--- src/rtl/io_uart_tx.sv ---
// io_uart_tx: memory-mapped console UART transmitter (TX FIFO + serializer + drain-then-halt).
// Define UART_PARITY_EN for an even parity bit (8E1); default build is 8N1.
module io_uart_tx #(
  parameter int CLKS_PER_BIT = 16,
  parameter int FIFO_DEPTH   = 8
) (
  input  logic        clk,
  input  logic        rst_n,
  input  logic [31:0] memory_in,
  input  logic        address,
  input  logic [3:0]  write_enable,
  output logic [31:0] memory_out,
  output logic        tx,
  output logic        halt
);

  localparam int AW = $clog2(FIFO_DEPTH);
  localparam int CW = $clog2(CLKS_PER_BIT);
  localparam logic [CW-1:0] BIT_LAST = CW'(CLKS_PER_BIT - 1);
  localparam logic [AW:0]   DEPTH    = (AW+1)'(FIFO_DEPTH);

  typedef enum logic [2:0] {
    S_IDLE,
    S_START,
    S_DATA,
`ifdef UART_PARITY_EN
    S_PARITY,
`endif
    S_STOP
  } state_e;

  state_e        state_q;
  logic [CW-1:0] clk_cnt_q;
  logic [2:0]    bit_cnt_q;
  logic [7:0]    shift_q;
  logic          tx_q;
  logic          halt_q;
  logic          halt_pend_q;
  logic          ovf_q;

  logic [7:0]    mem_q [FIFO_DEPTH];
  logic [AW-1:0] wptr_q;
  logic [AW-1:0] rptr_q;
  logic [AW:0]   count_q;
  logic [AW:0]   count_d;

  logic       wr;
  logic       wr_out;
  logic       wr_pwr;
  logic       empty;
  logic       full;
  logic       busy;
  logic       bit_end;
  logic       pop;
  logic       push;
  logic [2:0] bit_nxt;
  logic [7:0] rd_data;
  logic       unused_hi;

  assign wr      = (write_enable == 4'b1111);
  assign wr_out  = wr && !address && !halt_pend_q;
  assign wr_pwr  = wr && address;
  assign empty   = (count_q == '0);
  assign full    = (count_q == DEPTH);
  assign busy    = !empty || (state_q != S_IDLE);
  assign bit_end = (clk_cnt_q == BIT_LAST);
  assign bit_nxt = bit_cnt_q + 3'd1;
  assign rd_data = mem_q[rptr_q];
  assign unused_hi = ^memory_in[31:8];

  // The serializer takes a byte when idle or on the last stop cycle.
  assign pop  = !empty && ((state_q == S_IDLE) ||
                ((state_q == S_STOP) && bit_end));
  assign push = wr_out && (!full || pop);

  always_comb begin
    count_d = count_q;
    if (push && !pop) begin
      count_d = count_q + 1'b1;
    end else if (pop && !push) begin
      count_d = count_q - 1'b1;
    end
  end

  always_ff @(posedge clk) begin
    if (push) begin
      mem_q[wptr_q] <= memory_in[7:0];
    end
  end

  always_ff @(posedge clk or negedge rst_n) begin
    if (!rst_n) begin
      wptr_q      <= '0;
      rptr_q      <= '0;
      count_q     <= '0;
      ovf_q       <= 1'b0;
      halt_pend_q <= 1'b0;
      halt_q      <= 1'b0;
    end else begin
      count_q <= count_d;
      if (push) begin
        wptr_q <= wptr_q + 1'b1;
      end
      if (pop) begin
        rptr_q <= rptr_q + 1'b1;
      end
      if (wr_out && full && !pop) begin
        ovf_q <= 1'b1;
      end
      if (wr_pwr) begin
        halt_pend_q <= 1'b1;
      end
      if (halt_pend_q && !busy) begin
        halt_q <= 1'b1;
      end
    end
  end

  always_ff @(posedge clk or negedge rst_n) begin
    if (!rst_n) begin
      state_q   <= S_IDLE;
      clk_cnt_q <= '0;
      bit_cnt_q <= '0;
      shift_q   <= '0;
      tx_q      <= 1'b1;
    end else begin
      unique case (state_q)
        S_IDLE: begin
          tx_q      <= 1'b1;
          clk_cnt_q <= '0;
          if (pop) begin
            shift_q <= rd_data;
            tx_q    <= 1'b0;
            state_q <= S_START;
          end
        end
        S_START: begin
          if (bit_end) begin
            clk_cnt_q <= '0;
            bit_cnt_q <= '0;
            tx_q      <= shift_q[0];
            state_q   <= S_DATA;
          end else begin
            clk_cnt_q <= clk_cnt_q + 1'b1;
          end
        end
        S_DATA: begin
          if (bit_end) begin
            clk_cnt_q <= '0;
            bit_cnt_q <= bit_nxt;
            if (bit_cnt_q == 3'd7) begin
`ifdef UART_PARITY_EN
              tx_q    <= ^shift_q;
              state_q <= S_PARITY;
`else
              tx_q    <= 1'b1;
              state_q <= S_STOP;
`endif
            end else begin
              tx_q <= shift_q[bit_nxt];
            end
          end else begin
            clk_cnt_q <= clk_cnt_q + 1'b1;
          end
        end
`ifdef UART_PARITY_EN
        S_PARITY: begin
          if (bit_end) begin
            clk_cnt_q <= '0;
            tx_q      <= 1'b1;
            state_q   <= S_STOP;
          end else begin
            clk_cnt_q <= clk_cnt_q + 1'b1;
          end
        end
`endif
        S_STOP: begin
          if (bit_end) begin
            clk_cnt_q <= '0;
            if (pop) begin
              shift_q <= rd_data;
              tx_q    <= 1'b0;
              state_q <= S_START;
            end else begin
              tx_q    <= 1'b1;
              state_q <= S_IDLE;
            end
          end else begin
            clk_cnt_q <= clk_cnt_q + 1'b1;
          end
        end
        default: begin
          tx_q    <= 1'b1;
          state_q <= S_IDLE;
        end
      endcase
    end
  end

  always_comb begin
    memory_out = '0;
    if (address) begin
      memory_out[1:0] = {halt_q, halt_pend_q};
    end else begin
      memory_out[2:0] = {ovf_q, full, busy};
    end
  end

  assign tx   = tx_q;
  assign halt = halt_q;

endmodule

--- config.mk ---
export PLATFORM = sky130hd
export DESIGN_NAME = io_uart_tx
export DESIGN_NICKNAME = d
export VERILOG_FILES = /design/src/rtl/io_uart_tx.sv
export SDC_FILE = /design/constraint.sdc
export NUM_CORES = 1
export LEC_CHECK = 0
export ABC_AREA = 1
export CORE_ASPECT_RATIO = 0.75
export CORE_MARGIN = 2
export CORE_UTILIZATION = 40
export DETAILED_ROUTE_END_ITERATION = 8
export PLACE_DENSITY = 0.62
export SYNTH_ARGS = -nofsm -noshare
export SYNTH_HDL_FRONTEND = slang
export SYNTH_SLANG_ARGS = --single-unit
--- constraint.sdc ---
create_clock -name clk -period 4.8 [get_ports clk]
set_input_delay 0.72 -clock clk [delete_from_list [all_inputs] [get_ports clk]]
set_output_delay 0.72 -clock clk [all_outputs]
set_load 0.005 [all_outputs]
; After elaboration in Yosys (flattened, before gate mapping)
; Memories as Yosys holds them, arrays and structs flattened.
; Cells that the tools add are included.
[totals]
register_bits = 32
memories = 1
ramBits = 64
out_inout_bits = 34
[memory_table]
columns = name, depth, word_bits, rd, rd_ports_with_merged_regs, write_ports, line_no
row1 = mem_q, 8, 8, 1, 0, 1, 41  ; logic [7:0] mem_q [FIFO_DEPTH];
[classes]
n_reduce_logical = 33
n_eq_ne = 12
addsub = 6
n_mux = 29
magnitude_cmp = 1
[op_table]
columns = cell, count
row1 = $mux 3, 7
row2 = $mux 8, 2
row3 = $pmux 8 s2, 1
row4 = $eq 4x4->1 const B, 3
row5 = $mux 4, 3
row6 = $pmux 3 s4, 1
row7 = $logic_and 1x1->1, 11
row8 = $mux 1, 10
row9 = $ne 2x2->1 const B, 5
row10 = $add 3x1->3 const B, 3
row11 = $add 4x1->4 const B, 2
row12 = $pmux 4 s2, 1
row13 = $reduce_bool 2->1, 4
row14 = $logic_not 1->1, 7
row15 = $eq 3x2->1 const B, 2
row16 = $pmux 3 s2, 1
row17 = $reduce_and 3->1, 2
row18 = $reduce_and 5->1, 1
row19 = $logic_not 4->1, 1
row20 = $lt 3x4->1 const B, 1
row21 = $pmux 1 s4, 1
row22 = $sub 4x1->4 const B, 1
row23 = $bmux 1 s3, 1
row24 = $eq 3x1->1 const B, 1
row25 = 7 further kinds, 9

; Logic depth before layout (Yosys ltp)
; Gate-level depths: netlist (run 1).
[depth]
ltp_word = 10
ltp_mapped = 18
mapped_depth_nobuf = 18

; Worst setup path before layout (run 1)
; Ideal clock, no wire load.
[synth_timing]
path_type = input-to-reg
from = input write_enable[2]
to = register count_q[3]
slack_ps = 2274
path_buffers = 0
stages = 13
arrival_ps = 2404
setup_ps = 121
cell_sequence = nand4_1 -> nor3_4 -> nand2_4 -> clkinv_4 -> ha_1 -> inv_1 -> ha_1 -> a21oi_1 -> nand2_1 -> a21oi_1 -> o21ai_0 -> nand2_1 -> nand2_1
[synth_via]
elab_chain_len = 7
elab_cells_between_ends = 9
cone_classes = eq/ne (1) / mux (1) / reduce/logical (7)
[synth_lines]
columns = element, line_no
row1 = from (decl), 11  ; input logic [3:0] write_enable,
row2 = $eq 4x4->1 (*), 60  ; assign wr = (write_enable == 4'b1111);
row3 = $logic_and 1x1->1 (*) (2 in series), 61  ; assign wr_out = wr && !address && !halt_pend_q;
row4 = $logic_and 1x1->1 (*), 74  ; assign push = wr_out && (!full || pop);
row5 = named net push, 55  ; logic push;
row6 = $logic_not 1->1, 80  ; end else if (pop && !push) begin
row7 = $logic_and 1x1->1, 80
row8 = $reduce_bool 2->1 (no line), --
row9 = to (signal assigned), 100  ; count_q <= count_d;
row10 = to (decl), 44  ; logic [AW:0] count_q;
; The timed path passes the listed nets; every way through them passes the cells marked *.
; A chain may end at the register's enable or synchronous reset.

; Final worst setup path (run 1)
[layout_timing]
from = register state_q[0]
to = register count_q[3]
[layout_via]
elab_chain_len = 9
elab_cells_between_ends = 13
cone_classes = eq/ne (1) / mux (1) / reduce/logical (11)
[layout_lines]
columns = element, line_no
row1 = from (decl), 32  ; state_e state_q;
row2 = from (signal assigned), 121  ; state_q <= S_IDLE;
row3 = from (signal assigned), 134  ; state_q <= S_START;
row4 = from (signal assigned), 142  ; state_q <= S_DATA;
row5 = $eq 3x2->1, 73  ; ((state_q == S_STOP) && bit_end));
row6 = $logic_and 1x1->1, 73
row7 = $logic_or 1x1->1 (*), 72  ; assign pop = !empty && ((state_q == S_IDLE) ||
row8 = $logic_and 1x1->1 (*), 72
row9 = $logic_or 1x1->1 (*), 74
row10 = $logic_and 1x1->1 (*), 74
row11 = named net push, 55
row12 = $logic_not 1->1, 80
row13 = $logic_and 1x1->1, 80
row14 = $reduce_bool 2->1 (no line), --
; Marks and branches as above.

==> impl_metrics.ini, run 1 <==
[outcome]
status = completed

[setup_path]
ff2ff_setup_slack_ns = 1.96
r2r.worst_path.cells = 17
worstSetupStartpointType = flip-flop
crit_fanout = 17
cp.arrival_ns = 3.06
required_ns = 5.03
critPathKind = reg2reg
crit_path_end_kind = flip-flop

[global_routing]
grt_max_degree = 34
grt_pass1_vias = 2643
grt_overflow_total = 0
grt_pass1_wl_mm = 13.4
grt_usage = 0.144
antenna_found_initial = 0

[routing]
vias = 2862
drc = 0
viasPerCell = 4.94
wl_per_cell_um = 14.3
wirelength_mm = 8.28
drtIter0Drc = 226
first_pass_iters = 4
antenna_left = 0

[sta]
worstMarginPinSlew_ns = 0.929
setup_violations = 0
fin_ws_ns = 1.96
rsz0062_at_grt = no
fmax_mhz = 352
slew_violations = 0
min_period_ns = 2.84
timing.slew.headroom = 0.377
tns_ns = 0
hold_viol_final = 0
skew_ns = 0.0109
fin_hold_ws_ns = 0.455
post-route-period-util = 0.591

[clocking]
cts_tree = yes
cts_buffer_depth = 2
cts_inserted_buffers = 9
cts-root-buf = clkbuf_16
cts_sinks = 95
htree_num_levels = 3
clk_pin_slew_ns = 0.07
cts_resized = 0
hold_buffers = 0
clock_latency_ns = 0.33
post_cts_buffers = 0

[floorplanning]
start_util = 0.412
coreArea_um2 = 10900
dieWidth_um = 127
num_rows = 33
dieArea_um2 = 12100
die_h_um = 95.9
ioPinCount = 73

[yosys]
synth-seq-cells = 95
syn_area_um2 = 4500
synth_area_per_cell_um2 = 10.9
yosysMostFrequentCell = nand2_1
synth_top_area_cell = edfxtp_1
yosysWarnings = 0
yosysUniqueCellTypes = 36
ys.flop_type = edfxtp_1
synth_edf_count = 64
synth_top_area_frac = 0.427
synthTopCellsByArea = edfxtp_1 (43%), dfrtp_1 (17%), nand2_1 (6.0%)
synthTopCellsByCount = nand2_1 (72), edfxtp_1 (64), nor2_1 (42)
synth-seq-area-share = 0.599
postSynth.asyncResetShare = 0.326
synth_cells = 414

[layout]
final_layout_size_suffix_gt1_frac = 0.107
final_cell_count_no_fill = 579
utilization = 0.459
finalInstanceArea_um2 = 5030
final_net_count = 486
syn_to_final_growth_pct = 11.6
antenna_cells = 0

[placement]
gp_congestion = 0.773
placed_cells = 563
hpwl_mm = 5.46
io_buffers = 19
place_ws_ns = 1.61
placed_area_um2 = 4710

[worst_hold_path]
hold_depth = 2
hold_class = reg2reg

[pwr]
p_leak_nw = 1.97
peakVddDrop_uv = 251
p_total_mw = 1.66
powerDensity_nw_per_um2 = 330

[job]
cap_violations = 0
==> layout by cell type (no fill, tap or decap), types with 4 or more instances in the layout <==
cell | synthesis | final
clkbuf_16 | 0 | 9
o21ai_0 | 21 | 21
dfrtp_1 | 30 | 30
nand2_4 | 4 | 4
nand3_1 | 12 | 12
ha_1 | 12 | 12
nor3_2 | 6 | 6
conb_1 | 1 | 29
nand2_1 | 72 | 72
o21ai_1 | 29 | 29
o22ai_1 | 18 | 18
nor2_1 | 42 | 42
inv_1 | 25 | 25
a21oi_1 | 6 | 6
edfxtp_1 | 64 | 64
clkdlybuf4s50_1 | 0 | 19
==> worst paths after layout <==
check / start / end
max in group asynchronous: rst_n / tx
min in group asynchronous: rst_n / count_q[0]
worst max register to register: state_q[0] / count_q[3]
worst min-delay path: ovf_q / ovf_q
worst min register to register: ovf_q / ovf_q
worst max-delay path: state_q[0] / count_q[3]
==> report_power, final <==
group	switching, mW	internal (mW)	total [mW]
registers	0	0.875	0.875
clock network	0.296	0.458	0.753
logic	0.0197	0.0124	0.0321
==> flip-flops by register name, indices dropped and copies added, names as in the netlist <==
signal / flops
bit_cnt_q: 3
clk_cnt_q: 4
count_q: 4
halt: 1
halt_pend_q: 1
mem_q: 64
ovf_q: 1
rptr_q: 3
shift_q: 8
state_q: 2
tx: 1
wptr_q: 3
==> cell families (layout without fill, tap and decap cells) <==
group           Yosys count  count (layout)  synth area share
fa+ha+maj                13              13            0.0378
other cells               1              29          0.000833
mux                       1               1           0.00250
flops                    95              95             0.599
simple gates            150             150             0.165
buf+inv                  71              68            0.0903
xor+xnor                  6               6            0.0117
compound gates           77              77            0.0925
==> worst max-delay path: stages, from the launching register on <==
cell and delay [ns]:
dfrtp_1 0.37, inv_1 0.08, ha_1 0.27, inv_4 0.10, nand2_1 0.12, nand3_4 0.26
nand2_4 0.12, nand2_4 0.12, clkinv_4 0.06, ha_1 0.18, inv_1 0.16, ha_1 0.30
a21oi_1 0.13, nand2_1 0.09, a21oi_1 0.16, o21ai_0 0.10, nand2_1 0.06, nand2_1 0.04
==> layout make-up <==
type | instances | area, um^2
clock buffer | 9 | 225
clock inverter | 7 | 96.3
fill | 994 | 5910
inverter | 31 | 124
multi-input combinational | 276 | 1500
sequential | 95 | 2700
tap | 140 | 175
timing repair buffer | 21 | 205
==> routing by layer <==
metal	share of wire	global-route usage	vias up
met5	0	0	-
met4	0.0085	0.0495	0
met3	0.057	0.0300	5
met2	0.47	0.228	78
met1	0.46	0.200	1378
li1	-	-	1401
Power figures use the tool's default switching activity.
==> run 2: changes to the inputs <==
--- a/config.mk
+++ b/config.mk
@@ -10,7 +10,7 @@
 export CORE_MARGIN = 2
 export CORE_UTILIZATION = 40
 export DETAILED_ROUTE_END_ITERATION = 8
-export PLACE_DENSITY = 0.62
+export PLACE_DENSITY = 0.64
 export SYNTH_ARGS = -nofsm -noshare
 export SYNTH_HDL_FRONTEND = slang
 export SYNTH_SLANG_ARGS = --single-unit
==> constraint.sdc (replaced) <==
create_clock -name clk -period 2.5 [get_ports clk]
set_input_delay 0.375 -clock clk [delete_from_list [all_inputs] [get_ports clk]]
set_output_delay 0.375 -clock clk [all_outputs]
set_load 0.005 [all_outputs]
==> impl_metrics.ini, run 2 (synthesized netlist as in run 1, its figures left out) <==
[outcome]
status = completed

[floorplanning]
num_rows = 33
die_h_um = 95.9
coreArea_um2 = 10900
dieWidth_um = 127
dieArea_um2 = 12100
ioPinCount = 73
start_util = 0.412

[layout]
antenna_cells = 0
reg_top3 = mem_q x64, shift_q x8
most-common-layout-cells = nand2_1 (71), edfxtp_1 (64), nor2_1 (42)
final_net_count = 507
seqCellArea_um2 = 2700
multi_input_area_um2 = 1530
fill_cells = 974
layout_commonest_cell = nand2_1
syn_to_final_growth_pct = 15.5
largest_reg_flops = 64
final_cell_count_no_fill = 600
final_layout_size_suffix_gt1_frac = 0.163
regMostFlops = mem_q

[sta]
post-route-period-util = 0.937
min_period_ns = 2.34
hold_viol_final = 0
fin_hold_ws_ns = 0.428
setup_violations = 0
fmax_mhz = 427
slew_violations = 0
worstMarginPinSlew_ns = 0.598
fin_ws_ns = 0.157
rsz0062_at_grt = no
tns_ns = 0
timing.slew.headroom = 0.601
skew_ns = 0.0101

[setup_path]
slowest_delay_ns = 0.40
critPathKind = reg2reg
crit_path_top_delay_cell = dfrtp_1
worstSetupStartpointType = flip-flop
crit_fanout = 5
cp.arrival_ns = 2.57
crit_path_end_kind = flip-flop
required_ns = 2.73
worstPathCellList = ha_2 -> nand2_1 -> inv_2 -> nand2_4 -> nand2_4 -> nand3_4 -> nand2_4 -> nand2_4 -> clkinv_4 -> ha_1 -> inv_2 -> ha_4 -> a21oi_1 -> nand2_1 -> a21oi_2 -> o21ai_1 -> nand2_1 -> nand2_1

[routing]
drc = 0
wl_met2_mm = 3.85
viasPerCell = 4.88
antenna_left = 0
first_pass_iters = 4
met3_length_um = 491
wl_met1_mm = 4.33
drtIter0Drc = 225
vias = 2925
top_layer = met4
wl_per_cell_um = 14.6
wirelength_mm = 8.77

[clocking]
cts_inserted_buffers = 9
cts_sinks = 95
cts_tree = yes
clk_pin_slew_ns = 0.07
htree_num_levels = 3
clock_latency_ns = 0.34
cts-root-buf = clkbuf_16
cts_buffer_depth = 2
hold_buffers = 0

[global_routing]
antenna_found_initial = 0
grt_max_degree = 34
grt_usage = 0.157
grt_pass1_wl_mm = 14.4
grt_overflow_total = 0
grt_pass1_vias = 2769

[placement]
hpwl_mm = 5.54
io_buffers = 19
gp_congestion = 0.799
placed_cells = 581
place_ws_ns = -0.0898

[job]
cap_violations = 0

[worst_hold_path]
hold_class = in2async

[pwr]
peakVddDrop_uv = 455
powerDensity_nw_per_um2 = 612
p_leak_nw = 2.06
==> run 2: cell count changes in the layout (fill, tap and decap cells not counted), moves of 2 or more <==
cell / delta
buf_4: +21
ha_1: -3
inv_1: -3
inv_2: +3
clkinv_4: -2
clkinvlp_4: +2
ha_2: +2
==> run 2: critical path: cells and delay by family (launching register included) <==
| family | cells | cell delay [ns] |
|---|---|---|
| compound gates | 3 | 0.36 |
| fa+ha+maj | 3 | 0.59 |
| buf+inv | 3 | 0.20 |
| flops | 1 | 0.40 |
| simple gates | 9 | 0.66 |
==> run 2: final timing paths <==
kind / start / to / slack [ns] / cells after the start
hold / removal: rst_n / count_q[3] / 0.43 / 2
setup / recovery: clk_cnt_q[0] / count_q[3] / 0.16 / 18
max in group asynchronous: rst_n / tx / 1.73 / 2
min in group clk: ovf_q / ovf_q / 0.47 / 2
hold reg to reg: ovf_q / ovf_q / 0.47 / 2
setup reg to reg: clk_cnt_q[0] / count_q[3] / 0.16 / 18
==> run 2: metal layers <==
metal	up-vias	GRT usage
met4	0	0.0549
met3	7	0.0500
met1	1403	0.216
met5	-	0
met2	73	0.238
li1	1442	-
==> run 2: power breakdown <==
| group | internal [mW] | switching, mW | leakage (nW) | total (mW) |
|---|---|---|---|---|
| Clock | 0.873 | 0.569 | 0.148 | 1.44 |
| Sequential | 1.68 | 0 | 0.950 | 1.68 |
| Combinational | 0.0238 | 0.0382 | 0.963 | 0.0620 |
==> run 2: area by class of cell <==
cell class	count	share of cell area
clock buffer	10	0.0440
inverter	31	0.0238
timing repair buffer	42	0.0698
tap	140	0.0337
sequential	95	0.519
clock inverter	6	0.0164
multi-input combinational	276	0.293
==> run 2: what timing repair did <==
action / in CTS / in global routing
buffers inserted: 1 / 2
pin swaps: 0 / 2
hold endpoints to repair: 0 / 0
gates resized for setup: 1 / 8
endpoints found under the setup margin: 1 / 4
==> run 2: metrics by stage <==
stage	utilization	power, mW	instance area (um^2)
floorplan	-	1.76	4610
global placement	0.442	1.77	4840
detailed placement	0.442	1.78	4840
CTS	0.472	3.21	5160
global route	0.475	3.29	5200
finish	0.475	3.18	5200
==> run 3: changes to the inputs <==
--- a/config.mk
+++ b/config.mk
@@ -8,9 +8,10 @@
 export ABC_AREA = 1
 export CORE_ASPECT_RATIO = 0.75
 export CORE_MARGIN = 2
-export CORE_UTILIZATION = 40
+export CORE_UTILIZATION = 48
 export DETAILED_ROUTE_END_ITERATION = 8
-export PLACE_DENSITY = 0.64
+export HOLD_SLACK_MARGIN = 0.05
+export PLACE_DENSITY = 0.75
 export SYNTH_ARGS = -nofsm -noshare
 export SYNTH_HDL_FRONTEND = slang
 export SYNTH_SLANG_ARGS = --single-unit
==> impl_metrics.ini, run 3 (synthesized netlist as in run 1, its figures left out) <==
[floorplanning]
num_rows = 30
dieArea_um2 = 10200
coreArea_um2 = 9080
start_util = 0.496
die_h_um = 87.9
ioPinCount = 73
dieWidth_um = 116

[clocking]
cts_tree = yes
cts_inserted_buffers = 9
clock_latency_ns = 0.35
cts_sinks = 95
hold_buffers = 0
cts_buffer_depth = 2
htree_num_levels = 3
clk_pin_slew_ns = 0.07
cts-root-buf = clkbuf_16

[global_routing]
grt_overflow_total = 0
met3_usage = 0.0471
grt_pass1_wl_mm = 13.6
globalRoute.busiestLayer = met2
grt_max_degree = 34
grt.met1_usage = 0.256
grt_usage = 0.180
gr-usage-met2 = 0.276
grt_pass1_vias = 2750
antenna_found_initial = 0

[placement]
placed_cells = 571
placed_area_um2 = 4840
hpwl_mm = 5.69
place_ws_ns = -0.124
io_buffers = 19
gp_congestion = 0.761

[setup_path]
crit_fanout = 4
worst-path-buf-inv = 3
critPathTopFamily = buffers and inverters
worstSetupStartpointType = flip-flop
cp.arrival_ns = 2.00
required_ns = 2.12
crit_path_end_kind = output port
crit_path_top_delay_cell = clkdlybuf4s50_1
worstPathCellList = inv_1 -> ha_4 -> buf_4 -> nand4_1 -> nand2_1 -> o21ai_0 -> clkdlybuf4s50_1
slowest_delay_ns = 0.52
critPathKind = reg2out

[layout]
final_layout_size_suffix_gt1_frac = 0.163
reg_top3 = mem_q x64, shift_q x8
finalInstanceArea_um2 = 5210
layout_commonest_cell = nand2_1
utilization = 0.574
most-common-layout-cells = nand2_1 (71), edfxtp_1 (64), nor2_1 (42)
final_cell_count_no_fill = 589
fill_cells = 751
final_net_count = 508
regMostFlops = mem_q
largest_reg_flops = 64
antenna_cells = 0
syn_to_final_growth_pct = 15.7

[sta]
skew_ns = 0.00964
fin_ws_ns = 0.127
fin_hold_ws_ns = 0.433
worstMarginPinSlew_ns = 0.588
hold_viol_final = 0
fmax_mhz = 421
setup_violations = 0
tns_ns = 0
post-route-period-util = 0.949
slew_violations = 0
min_period_ns = 2.37
timing.slew.headroom = 0.607

[routing]
first_pass_iters = 4
wl_per_cell_um = 14.5
drtIter0Drc = 177
drc = 0
wirelength_mm = 8.54
antenna_left = 0
viasPerCell = 5.00
vias = 2945

[pwr]
p_total_mw = 3.21
peakVddDrop_uv = 397
power_frac_seq = 0.524
p_comb_frac = 0.020
p_sw_frac = 0.194
clkPwrFrac = 0.456
p_leak_nw = 2.08
powerDensity_nw_per_um2 = 615
intPower_mw = 2.59
power.switching_mw = 0.621

[worst_hold_path]
hold_class = in2async

[job]
cap_violations = 0

[outcome]
status = completed
run 3: path summary, 6_finish.rpt:
check / startpoint / to / slack (ns) / cells after the start
min in group clk: clk_cnt_q[0] / clk_cnt_q[0] / 0.46 / 1
worst max register to register: state_q[1] / count_q[1] / 0.16 / 13
worst max-delay path: state_q[1] / memory_out[0] / 0.13 / 7
worst min-delay path: rst_n / shift_q[1] / 0.43 / 2
worst min register to register: clk_cnt_q[0] / clk_cnt_q[0] / 0.46 / 1
max in group asynchronous: rst_n / tx / 1.75 / 2
run 3: power by group through the flow:
stage,combinational (mW),clock (mW),sequential (mW)
global placement,0.0617,0,1.71
detailed placement,0.0635,0,1.71
global route,0.0729,1.54,1.68
finish,0.0634,1.46,1.68
CTS,0.0636,1.48,1.68
floorplan,0.0451,0,1.71
run 3: worst reg2reg max path: cells and delay by family (launching register included):
family,cells,cell delay [ns]
multiplexers,1,0.26
adder cells (fa/ha/maj),3,0.76
flip-flops,1,0.41
buffers and inverters,5,0.45
AND/OR/NAND/NOR,4,0.33
run 3: final cells by class:
| class | count | area [um^2] | area share |
|---|---|---|---|
| flip-flops and latches | 95 | 2700 | 0.518 |
| multi-input cells | 276 | 1540 | 0.295 |
| repair buffers | 43 | 370 | 0.0711 |
| clock buffers | 9 | 225 | 0.0432 |
| well taps | 128 | 160 | 0.0307 |
| inverters | 31 | 124 | 0.0238 |
| clock inverters | 7 | 95.1 | 0.0182 |
run 3: timing repair:
action / CTS / global route
resized for setup: 2 / 7
setup buffers: 0 / 2
hold endpoints to repair: 0 / 0
endpoints found under the setup margin: 1 / 3
pin swaps: 0 / 1
run 3: routing by layer:
metal,wire length [um],part of all wire
met2,4020,0.47
met3,426,0.050
met1,4000,0.47
met4,90,0.011
met5,0,0
